`config.mk`:
```
export PLATFORM = sky130hd
export DESIGN_NAME = dmem_wait_bridge_flat
export DESIGN_NICKNAME = d
export VERILOG_FILES = /design/src/rtl/dmem_wait_bridge_pkg.sv /design/src/rtl/dmem_wait_bridge_if.sv /design/src/rtl/dmem_wait_bridge_down_counter.sv /design/src/rtl/dmem_wait_bridge.sv /design/src/flat_wrapper.sv
export SDC_FILE = /design/constraint.sdc
export NUM_CORES = 1
export LEC_CHECK = 0
export ABC_AREA = 1
export ABC_CLOCK_PERIOD_IN_PS = 2950
export CAP_MARGIN = 30
export CORE_UTILIZATION = 45
export CTS_BUF_LIST = sky130_fd_sc_hd__clkbuf_2
export DETAILED_ROUTE_END_ITERATION = 6
export GPL_ROUTABILITY_DRIVEN = 0
export GPL_TIMING_DRIVEN = 0
export PLACE_DENSITY = 0.88
export SLEW_MARGIN = 20
export SYNTH_ARGS = -nofsm -noshare
export SYNTH_HDL_FRONTEND = slang
export SYNTH_SLANG_ARGS = --single-unit
export TNS_END_PERCENT = 50
```
`constraint.sdc`:
```
create_clock -name clk -period 2.95 [get_ports clk]
set_input_delay 0.7375 -clock clk [delete_from_list [all_inputs] [get_ports clk]]
set_output_delay 0.7375 -clock clk [all_outputs]
set_load 0.1 [all_outputs]
```
`src/rtl/dmem_wait_bridge_pkg.sv`:
```
// Shared types and constants for the processor-to-dmem wait-state bridge.
package dmem_bridge_pkg;

    // State encodings
    localparam logic [1:0] IDLE_ENC   = 2'd0;
    localparam logic [1:0] WAIT_ENC   = 2'd1;
    localparam logic [1:0] ACCESS_ENC = 2'd2;
    localparam logic [1:0] RESP_ENC   = 2'd3;

    typedef enum logic [1:0] {
        ST_IDLE   = IDLE_ENC,
        ST_WAIT   = WAIT_ENC,
        ST_ACCESS = ACCESS_ENC,
        ST_RESP   = RESP_ENC
    } state_e;

    // Captured request type
    typedef enum logic {
        REQ_RD = 1'b0,
        REQ_WR = 1'b1
    } req_type_e;

    // Width of a counter that must hold max(a, b); never narrower than 1 bit.
    function automatic int cnt_width(input int a, input int b);
        int m;
        m = (a > b) ? a : b;
        return (m < 1) ? 1 : $clog2(m + 1);
    endfunction

endpackage

```
`src/rtl/dmem_wait_bridge_if.sv`:
```
// Bus bundle between processor data port, bridge and dmem.
// slave = bridge view, master = environment (processor + dmem) view.
interface dmem_wait_bridge_if #(
    parameter int ADDR_WIDTH = 32,
    parameter int DATA_WIDTH = 32
) ();
    // Processor side
    logic [ADDR_WIDTH-1:0]   ip_data_addr;
    logic                    ip_data_wr;
    logic [DATA_WIDTH/8-1:0] ip_data_mask;
    logic [DATA_WIDTH-1:0]   ip_data_from_proc;
    logic                    ip_data_rd;
    logic                    op_data_valid;
    logic [DATA_WIDTH-1:0]   op_data_from_dmem;
    logic                    op_data_err;
    logic                    op_busy;
    // Memory side
    logic [ADDR_WIDTH-1:0]   op_mem_addr;
    logic                    op_mem_wr;
    logic [DATA_WIDTH/8-1:0] op_mem_mask;
    logic [DATA_WIDTH-1:0]   op_mem_wdata;
    logic                    op_mem_rd;
    logic                    ip_mem_valid;
    logic [DATA_WIDTH-1:0]   ip_mem_rdata;

    modport slave (
        input  ip_data_addr, ip_data_wr, ip_data_mask, ip_data_from_proc, ip_data_rd,
        output op_data_valid, op_data_from_dmem, op_data_err, op_busy,
        output op_mem_addr, op_mem_wr, op_mem_mask, op_mem_wdata, op_mem_rd,
        input  ip_mem_valid, ip_mem_rdata
    );

    modport master (
        output ip_data_addr, ip_data_wr, ip_data_mask, ip_data_from_proc, ip_data_rd,
        input  op_data_valid, op_data_from_dmem, op_data_err, op_busy,
        input  op_mem_addr, op_mem_wr, op_mem_mask, op_mem_wdata, op_mem_rd,
        output ip_mem_valid, ip_mem_rdata
    );
endinterface

```
`src/rtl/dmem_wait_bridge_down_counter.sv`:
```
// Loadable down-counter with zero/one flags; used for wait states and timeout.
module dmem_bridge_down_counter #(
    parameter int WIDTH = 2
) (
    input  logic             clk,
    input  logic             reset,
    input  logic             load_i,
    input  logic [WIDTH-1:0] load_val_i,
    input  logic             dec_i,
    output logic             zero_o,
    output logic             one_o
);
    logic [WIDTH-1:0] count_q;
    logic [WIDTH-1:0] count_d;

    // Load has priority; decrement stops at zero so the count never wraps.
    always_comb begin
        count_d = count_q;
        if (load_i) begin
            count_d = load_val_i;
        end else if (dec_i && (count_q != '0)) begin
            count_d = count_q - WIDTH'(1);
        end
    end

    // Count register
    always_ff @(posedge clk) begin
        if (reset) begin
            count_q <= '0;
        end else begin
            count_q <= count_d;
        end
    end

    assign zero_o = (count_q == '0);
    assign one_o  = (count_q == WIDTH'(1));

endmodule

```
`src/rtl/dmem_wait_bridge.sv`:
```
// Registered processor/dmem bridge: one request at a time, WAIT_CYCLES wait
// states before the single dmem access, one-cycle completion pulse, and a
// timeout error if dmem never returns read data.
module dmem_wait_bridge
    import dmem_bridge_pkg::*;
#(
    parameter int ADDR_WIDTH  = 32,
    parameter int DATA_WIDTH  = 32,
    parameter int WAIT_CYCLES = 2,
    parameter int TIMEOUT     = 15
) (
    input logic               clk,
    input logic               reset,
    dmem_wait_bridge_if.slave bus
);
    localparam int MASK_W = DATA_WIDTH / 8;
    localparam int CNT_W  = cnt_width(WAIT_CYCLES, TIMEOUT);
    localparam logic [CNT_W-1:0] WAIT_LOAD = CNT_W'(WAIT_CYCLES);
    localparam logic [CNT_W-1:0] TO_LOAD   = CNT_W'(TIMEOUT);

    state_e                  state_q, state_d;
    req_type_e               type_q, type_d;
    logic [ADDR_WIDTH-1:0]   addr_q, addr_d;
    logic [MASK_W-1:0]       mask_q, mask_d;
    logic [DATA_WIDTH-1:0]   wdata_q, wdata_d;
    logic [DATA_WIDTH-1:0]   rdata_q, rdata_d;
    logic                    err_q, err_d;

    logic accept;
    logic wait_dec, wait_zero, wait_one;
    logic to_dec, to_zero, to_one;

    // Wait-state counter: loaded when a request is accepted, counts down in WAIT.
    dmem_bridge_down_counter #(.WIDTH(CNT_W)) u_wait_cnt (
        .clk        (clk),
        .reset      (reset),
        .load_i     (accept),
        .load_val_i (WAIT_LOAD),
        .dec_i      (wait_dec),
        .zero_o     (wait_zero),
        .one_o      (wait_one)
    );

    // Timeout counter: loaded on accept, counts read ACCESS cycles without valid.
    dmem_bridge_down_counter #(.WIDTH(CNT_W)) u_to_cnt (
        .clk        (clk),
        .reset      (reset),
        .load_i     (accept),
        .load_val_i (TO_LOAD),
        .dec_i      (to_dec),
        .zero_o     (to_zero),
        .one_o      (to_one)
    );

    // Next-state and datapath capture logic.
    always_comb begin
        state_d  = state_q;
        type_d   = type_q;
        addr_d   = addr_q;
        mask_d   = mask_q;
        wdata_d  = wdata_q;
        rdata_d  = rdata_q;
        err_d    = err_q;
        accept   = 1'b0;
        wait_dec = 1'b0;
        to_dec   = 1'b0;
        case (state_q)
            ST_IDLE: begin
                err_d = 1'b0;
                if (bus.ip_data_wr || bus.ip_data_rd) begin
                    accept  = 1'b1;
                    addr_d  = bus.ip_data_addr;
                    mask_d  = bus.ip_data_mask;
                    wdata_d = bus.ip_data_from_proc;
                    // Write wins when both strobes are high.
                    type_d  = bus.ip_data_wr ? REQ_WR : REQ_RD;
                    state_d = (WAIT_CYCLES == 0) ? ST_ACCESS : ST_WAIT;
                end
            end
            ST_WAIT: begin
                wait_dec = 1'b1;
                // Zero check only guards against an unexpected empty count.
                if (wait_one || wait_zero) begin
                    state_d = ST_ACCESS;
                end
            end
            ST_ACCESS: begin
                if (type_q == REQ_WR) begin
                    state_d = ST_RESP;
                end else if (bus.ip_mem_valid) begin
                    rdata_d = bus.ip_mem_rdata;
                    state_d = ST_RESP;
                end else if (to_one || to_zero) begin
                    err_d   = 1'b1;
                    state_d = ST_RESP;
                end else begin
                    to_dec = 1'b1;
                end
            end
            ST_RESP: begin
                state_d = ST_IDLE;
            end
            default: begin
                state_d = ST_IDLE;
            end
        endcase
    end

    // State and captured-request registers.
    always_ff @(posedge clk) begin
        if (reset) begin
            state_q <= ST_IDLE;
            type_q  <= REQ_RD;
            addr_q  <= '0;
            mask_q  <= '0;
            wdata_q <= '0;
            rdata_q <= '0;
            err_q   <= 1'b0;
        end else begin
            state_q <= state_d;
            type_q  <= type_d;
            addr_q  <= addr_d;
            mask_q  <= mask_d;
            wdata_q <= wdata_d;
            rdata_q <= rdata_d;
            err_q   <= err_d;
        end
    end

    // Outputs decoded from registers only; address/mask/data stay stable for dmem.
    assign bus.op_busy           = (state_q != ST_IDLE);
    assign bus.op_data_valid     = (state_q == ST_RESP);
    assign bus.op_data_err       = (state_q == ST_RESP) && err_q;
    assign bus.op_data_from_dmem = rdata_q;
    assign bus.op_mem_wr         = (state_q == ST_ACCESS) && (type_q == REQ_WR);
    assign bus.op_mem_rd         = (state_q == ST_ACCESS) && (type_q == REQ_RD);
    assign bus.op_mem_addr       = addr_q;
    assign bus.op_mem_mask       = mask_q;
    assign bus.op_mem_wdata      = wdata_q;

endmodule
```
`src/flat_wrapper.sv`:
```
// flat-port wrapper written by rule: the top's interface ports become plain ports
module dmem_wait_bridge_flat import dmem_bridge_pkg::*;
#(
    parameter int ADDR_WIDTH  = 32,
    parameter int DATA_WIDTH  = 32,
    parameter int WAIT_CYCLES = 2,
    parameter int TIMEOUT     = 15
)
  (clk, reset, bus_ip_data_addr, bus_ip_data_wr, bus_ip_data_mask, bus_ip_data_from_proc, bus_ip_data_rd, bus_op_data_valid, bus_op_data_from_dmem, bus_op_data_err, bus_op_busy, bus_op_mem_addr, bus_op_mem_wr, bus_op_mem_mask, bus_op_mem_wdata, bus_op_mem_rd, bus_ip_mem_valid, bus_ip_mem_rdata);
  dmem_wait_bridge_if #(.ADDR_WIDTH(ADDR_WIDTH), .DATA_WIDTH(DATA_WIDTH)) bus_i ();
  input logic clk;
  input logic reset;
  input wire logic [$bits(bus_i.ip_data_addr)-1:0] bus_ip_data_addr;
  input wire logic [$bits(bus_i.ip_data_wr)-1:0] bus_ip_data_wr;
  input wire logic [$bits(bus_i.ip_data_mask)-1:0] bus_ip_data_mask;
  input wire logic [$bits(bus_i.ip_data_from_proc)-1:0] bus_ip_data_from_proc;
  input wire logic [$bits(bus_i.ip_data_rd)-1:0] bus_ip_data_rd;
  output wire logic [$bits(bus_i.op_data_valid)-1:0] bus_op_data_valid;
  output wire logic [$bits(bus_i.op_data_from_dmem)-1:0] bus_op_data_from_dmem;
  output wire logic [$bits(bus_i.op_data_err)-1:0] bus_op_data_err;
  output wire logic [$bits(bus_i.op_busy)-1:0] bus_op_busy;
  output wire logic [$bits(bus_i.op_mem_addr)-1:0] bus_op_mem_addr;
  output wire logic [$bits(bus_i.op_mem_wr)-1:0] bus_op_mem_wr;
  output wire logic [$bits(bus_i.op_mem_mask)-1:0] bus_op_mem_mask;
  output wire logic [$bits(bus_i.op_mem_wdata)-1:0] bus_op_mem_wdata;
  output wire logic [$bits(bus_i.op_mem_rd)-1:0] bus_op_mem_rd;
  input wire logic [$bits(bus_i.ip_mem_valid)-1:0] bus_ip_mem_valid;
  input wire logic [$bits(bus_i.ip_mem_rdata)-1:0] bus_ip_mem_rdata;
  assign bus_i.ip_data_addr = bus_ip_data_addr;
  assign bus_i.ip_data_wr = bus_ip_data_wr;
  assign bus_i.ip_data_mask = bus_ip_data_mask;
  assign bus_i.ip_data_from_proc = bus_ip_data_from_proc;
  assign bus_i.ip_data_rd = bus_ip_data_rd;
  assign bus_op_data_valid = bus_i.op_data_valid;
  assign bus_op_data_from_dmem = bus_i.op_data_from_dmem;
  assign bus_op_data_err = bus_i.op_data_err;
  assign bus_op_busy = bus_i.op_busy;
  assign bus_op_mem_addr = bus_i.op_mem_addr;
  assign bus_op_mem_wr = bus_i.op_mem_wr;
  assign bus_op_mem_mask = bus_i.op_mem_mask;
  assign bus_op_mem_wdata = bus_i.op_mem_wdata;
  assign bus_op_mem_rd = bus_i.op_mem_rd;
  assign bus_i.ip_mem_valid = bus_ip_mem_valid;
  assign bus_i.ip_mem_rdata = bus_ip_mem_rdata;
  dmem_wait_bridge #(.ADDR_WIDTH(ADDR_WIDTH), .DATA_WIDTH(DATA_WIDTH), .WAIT_CYCLES(WAIT_CYCLES), .TIMEOUT(TIMEOUT)) u_core (.clk(clk), .reset(reset), .bus(bus_i));
endmodule
```
==> summary by stage <==
Status
The flow ran to the end, and the final reports show no timing, DRC or antenna violations.

STA
The worst path uses 97.0% of the clock period. Clock skew on the completed layout was measured at 27.0 ps. For the pin with the worst max-slew slack, the measured transition is 1020 ps. Measured against its own limit, the worst slew margin works out to 31.7%. The number of endpoints with negative hold slack in the final report is 0. Setup repair after global routing left no endpoint under its margin. Derived from the worst setup path, the maximum achievable clock frequency is 350 MHz. After layout, the minimum clock period comes to 2860 ps. The max-slew violation count is 0. The least setup slack across all paths after layout is 89.2 ps. The total of endpoints with negative setup slack in the final report is 0.

Worst setup path
The delay of the slowest critical-path stage is 1160 ps. In this run the worst setup path begins at u_core.bus.op_mem_wdata[14]. The internal reg-to-reg setup slack is 1230 ps. The capture instance of the worst register-to-register path is u_core.bus.op_mem_addr[11]. The signal on the critical path passes through clkdlybuf4s50_1. STA classifies the critical path endpoint as an output port. Of all nets on the critical path, the largest fanout is 2. In this design, the largest share of critical-path delay is due to buffers and inverters. The startpoint of the most critical register-to-register path is u_core.state_q[0]. The arrival time reported for the critical path endpoint is 2120 ps. STA puts the critical path data required time at 2210 ps. Among all stages on the critical path, the largest delay is contributed by clkdlybuf4s50_1. The worst setup path is launched from a flip-flop. The critical path is of the flip-flop to output port type.

The number of cells on the worst reg-to-reg path is 7. Counting both buffers and inverters, the worst setup path holds a total of 1.

Logic synthesis
Summed over its instances, the top area cell type makes up 52.9% of the synthesized netlist area. The total of warnings raised by yosys is 0. In the synthesized netlist the async set-or-reset flop fraction comes to 0%. The most used standard cell by instance count after synthesis is nor2_1. The post-synthesis cell count is 550.

The cell taking the most area after synthesis is dfxtp_1. The post-synth design cell area is 4240 µm². The synthesized net count is 664. After synthesis, the netlist uses 20 different library cells. After synthesis, the most frequently instantiated cells are nor2_1 (151), dfxtp_1 (112), o21ai_0 (73), nand2_1 (60).

Synthesis inferred 112 register bits. For this run, the register share of the synthesized area comes to 52.9%. Among all flip-flop cells after synthesis, the most frequent one is dfxtp_1.

The post-synthesis average cell area is 7.71 µm². In this run, synthesis inferred 0 flip-flops with an integrated enable. Yosys attributes the largest share of cell area to dfxtp_1 (53%), nor2_1 (13%), o21ai_0 (8.6%), nand2_1 (5.3%), a21oi_1 (4.6%).

Finish
The repair_antennas step left the layout with diodes totalling 0. The filler cell count in the final layout is 707. Compared with the post-synthesis result, the final layout area differs by 54.4%. The sequential cells in the finished layout cover a total of 2240 µm². The footprint of the multi-input gates is 1730 µm². The post-route netlist has 5.44% of its cells at a drive strength greater than 1.

In the final design database the tool counted 882 nets.

Clock tree
The clock passes through at most 2 buffers. The latest clock arrival within the worst-skew pair is 530 ps. After clock tree synthesis, the clock-pin slew on the worst setup and hold paths is 310 ps. Counting every sink on the clock net gives 112. The clock root buffer master is clkbuf_2. TritonCTS built the clock tree. The number of hold buffers added after CTS was 0.

In this run the number of H-tree levels came out at 3. The number of setup buffers added after CTS is 0. The number of CTS-inserted buffers is 9.

Min path
The type of the most critical hold path is input pin to flip-flop. Counting instances, the worst hold path has a depth of 2. For hold timing, the worst endpoint is u_core.bus.op_data_from_dmem[2]. In this run the most critical hold path is launched from reset.

Global routing
The global-route wire length before repair is 19,300 µm. The largest net degree at the start of global routing is 19. The number of antenna violations at the first check in global routing is 0. The remaining global-route overflow is 0. The via count of the first global-routing pass is 4,299. Global routing used 24.5% of the available tracks across all layers.

Routing
The number of iterations in the first detailed-routing pass is 4. Dividing the detail-routed via count by the number of cells gives 4.96. The final antenna-violating net count is 0. The total length of routed wires is 12,000 µm. After the first detailed-routing iteration, the DRC count stood at 125. After detailed routing, the average wire length per cell comes to 13.6 µm.

Summing over every cut layer, the via total after detailed routing is 4,379. In the routed design, unresolved DRC markers number 0.

Die
In this run the core area contains 35 standard-cell rows. The effective utilization at floorplan is 46.1%. The floorplan step set the die width to 99.1 µm. The core footprint is 9200 µm².

Measured along the y axis, the die boundary spans 99.1 µm. The die footprint is 9810 µm². The number of ports placed on the die boundary is 210.

Place
The wire-length estimate of the detail-placed layout is 9450 µm. During placement, the flow inserted port buffers numbering 207. Timing analysis after detailed placement gives a worst setup slack of -106 ps.

Pwr
Power spread over the standard cell area amounts to 1180 nW/µm². In this run the static leakage power is 2.66 nW. The overall power is 7.72 mW.

The worst-case IR drop observed on VDD is 0.000954 V.

Run
The max capacitance violation total is 0.
## through the flow
stage | area (µm²) | utilization (%) | hold WS, ps | instances | TNS [ps]
after detailed placement | 6450 | 70.1 | 451 | 868 | -106
after global routing | 6550 | 71.2 | 317 | 883 | 0
after global placement | 6450 | 70.1 | 447 | 868 | -45.0
after floorplan | 4240 | - | 443 | 550 | 0
final | 6550 | 71.2 | 366 | 883 | 0
after CTS | 6540 | 71.1 | 321 | 883 | -80.8
## flip-flops by register name, summed over array words and instances, names as in the netlist, 2 cells and up
name                          count
u_core.bus.op_data_from_dmem     32
u_core.u_to_cnt.count_q           4
u_core.bus.op_mem_mask            4
u_core.bus.op_mem_addr           32
u_core.bus.op_mem_wdata          32
u_core.u_wait_cnt.count_q         4
u_core.state_q                    2
## routing by layer
metal,up-vias,wire length (µm),global-route usage [%]
li1,2207,-,-
met1,1956,4680,25.5
met2,185,5840,44.8
met3,31,1110,8.51
met4,0,335,10.3
met5,-,0,0
## cells in the final DEF (no fill, tap or decap), types with 3 or more instances in the layout
master and n:
a21oi_1 39, buf_2 13, buf_6 5, clkbuf_1 19, clkbuf_2 10, clkdlybuf4s50_1 198, dfxtp_1 112, dlymetal6s2s_1 4
ha_1 9, inv_1 18, inv_2 3, nand2_1 60, nand3_1 39, nor2_1 151, o21ai_0 73
## cell families after synthesis
kind of cell / Yosys count / share of synthesized area, %
buf+inv: 58 / 6.31
fa+ha+maj: 9 / 2.66
compound gates: 115 / 13.8
simple gates: 254 / 23.9
flops: 112 / 52.9
xor+xnor: 2 / 0.413
## what timing repair did
action / CTS / global route
setup endpoints to repair: 5 / 6
gates resized for setup: 13 / 9
cloned: 0 / 0
## area by class of cell
class                           count  share of cell area, %
Timing Repair Buffer              207                   31.8
Clock buffer                        9                  0.688
Clock inverter                      6                  0.669
Multi-Input combinational cell    380                   26.4
Buffer                             37                   2.89
Inverter                           21                   1.20
Tap cell                          111                   2.12
Sequential cell                   112                   34.2
## how the worst max path moves through the flow
stage,depth (start not counted),end,slack [ps]
after floorplan,3,bus_op_data_err,340
after global placement,6,bus_op_mem_rd,-40
after detailed placement,6,bus_op_mem_rd,-110
after CTS,6,bus_op_mem_rd,-80
after global routing,1,bus_op_mem_addr[16],2
final,1,bus_op_mem_wdata[14],90
## report_power, final
group / switching [mW] / internal (mW)
clock network: 0.490 / 0.112
registers: 0.224 / 1.92
logic: 3.79 / 1.19
total: 4.50 / 3.22
No activity file was read; power rests on OpenSTA's default activity.
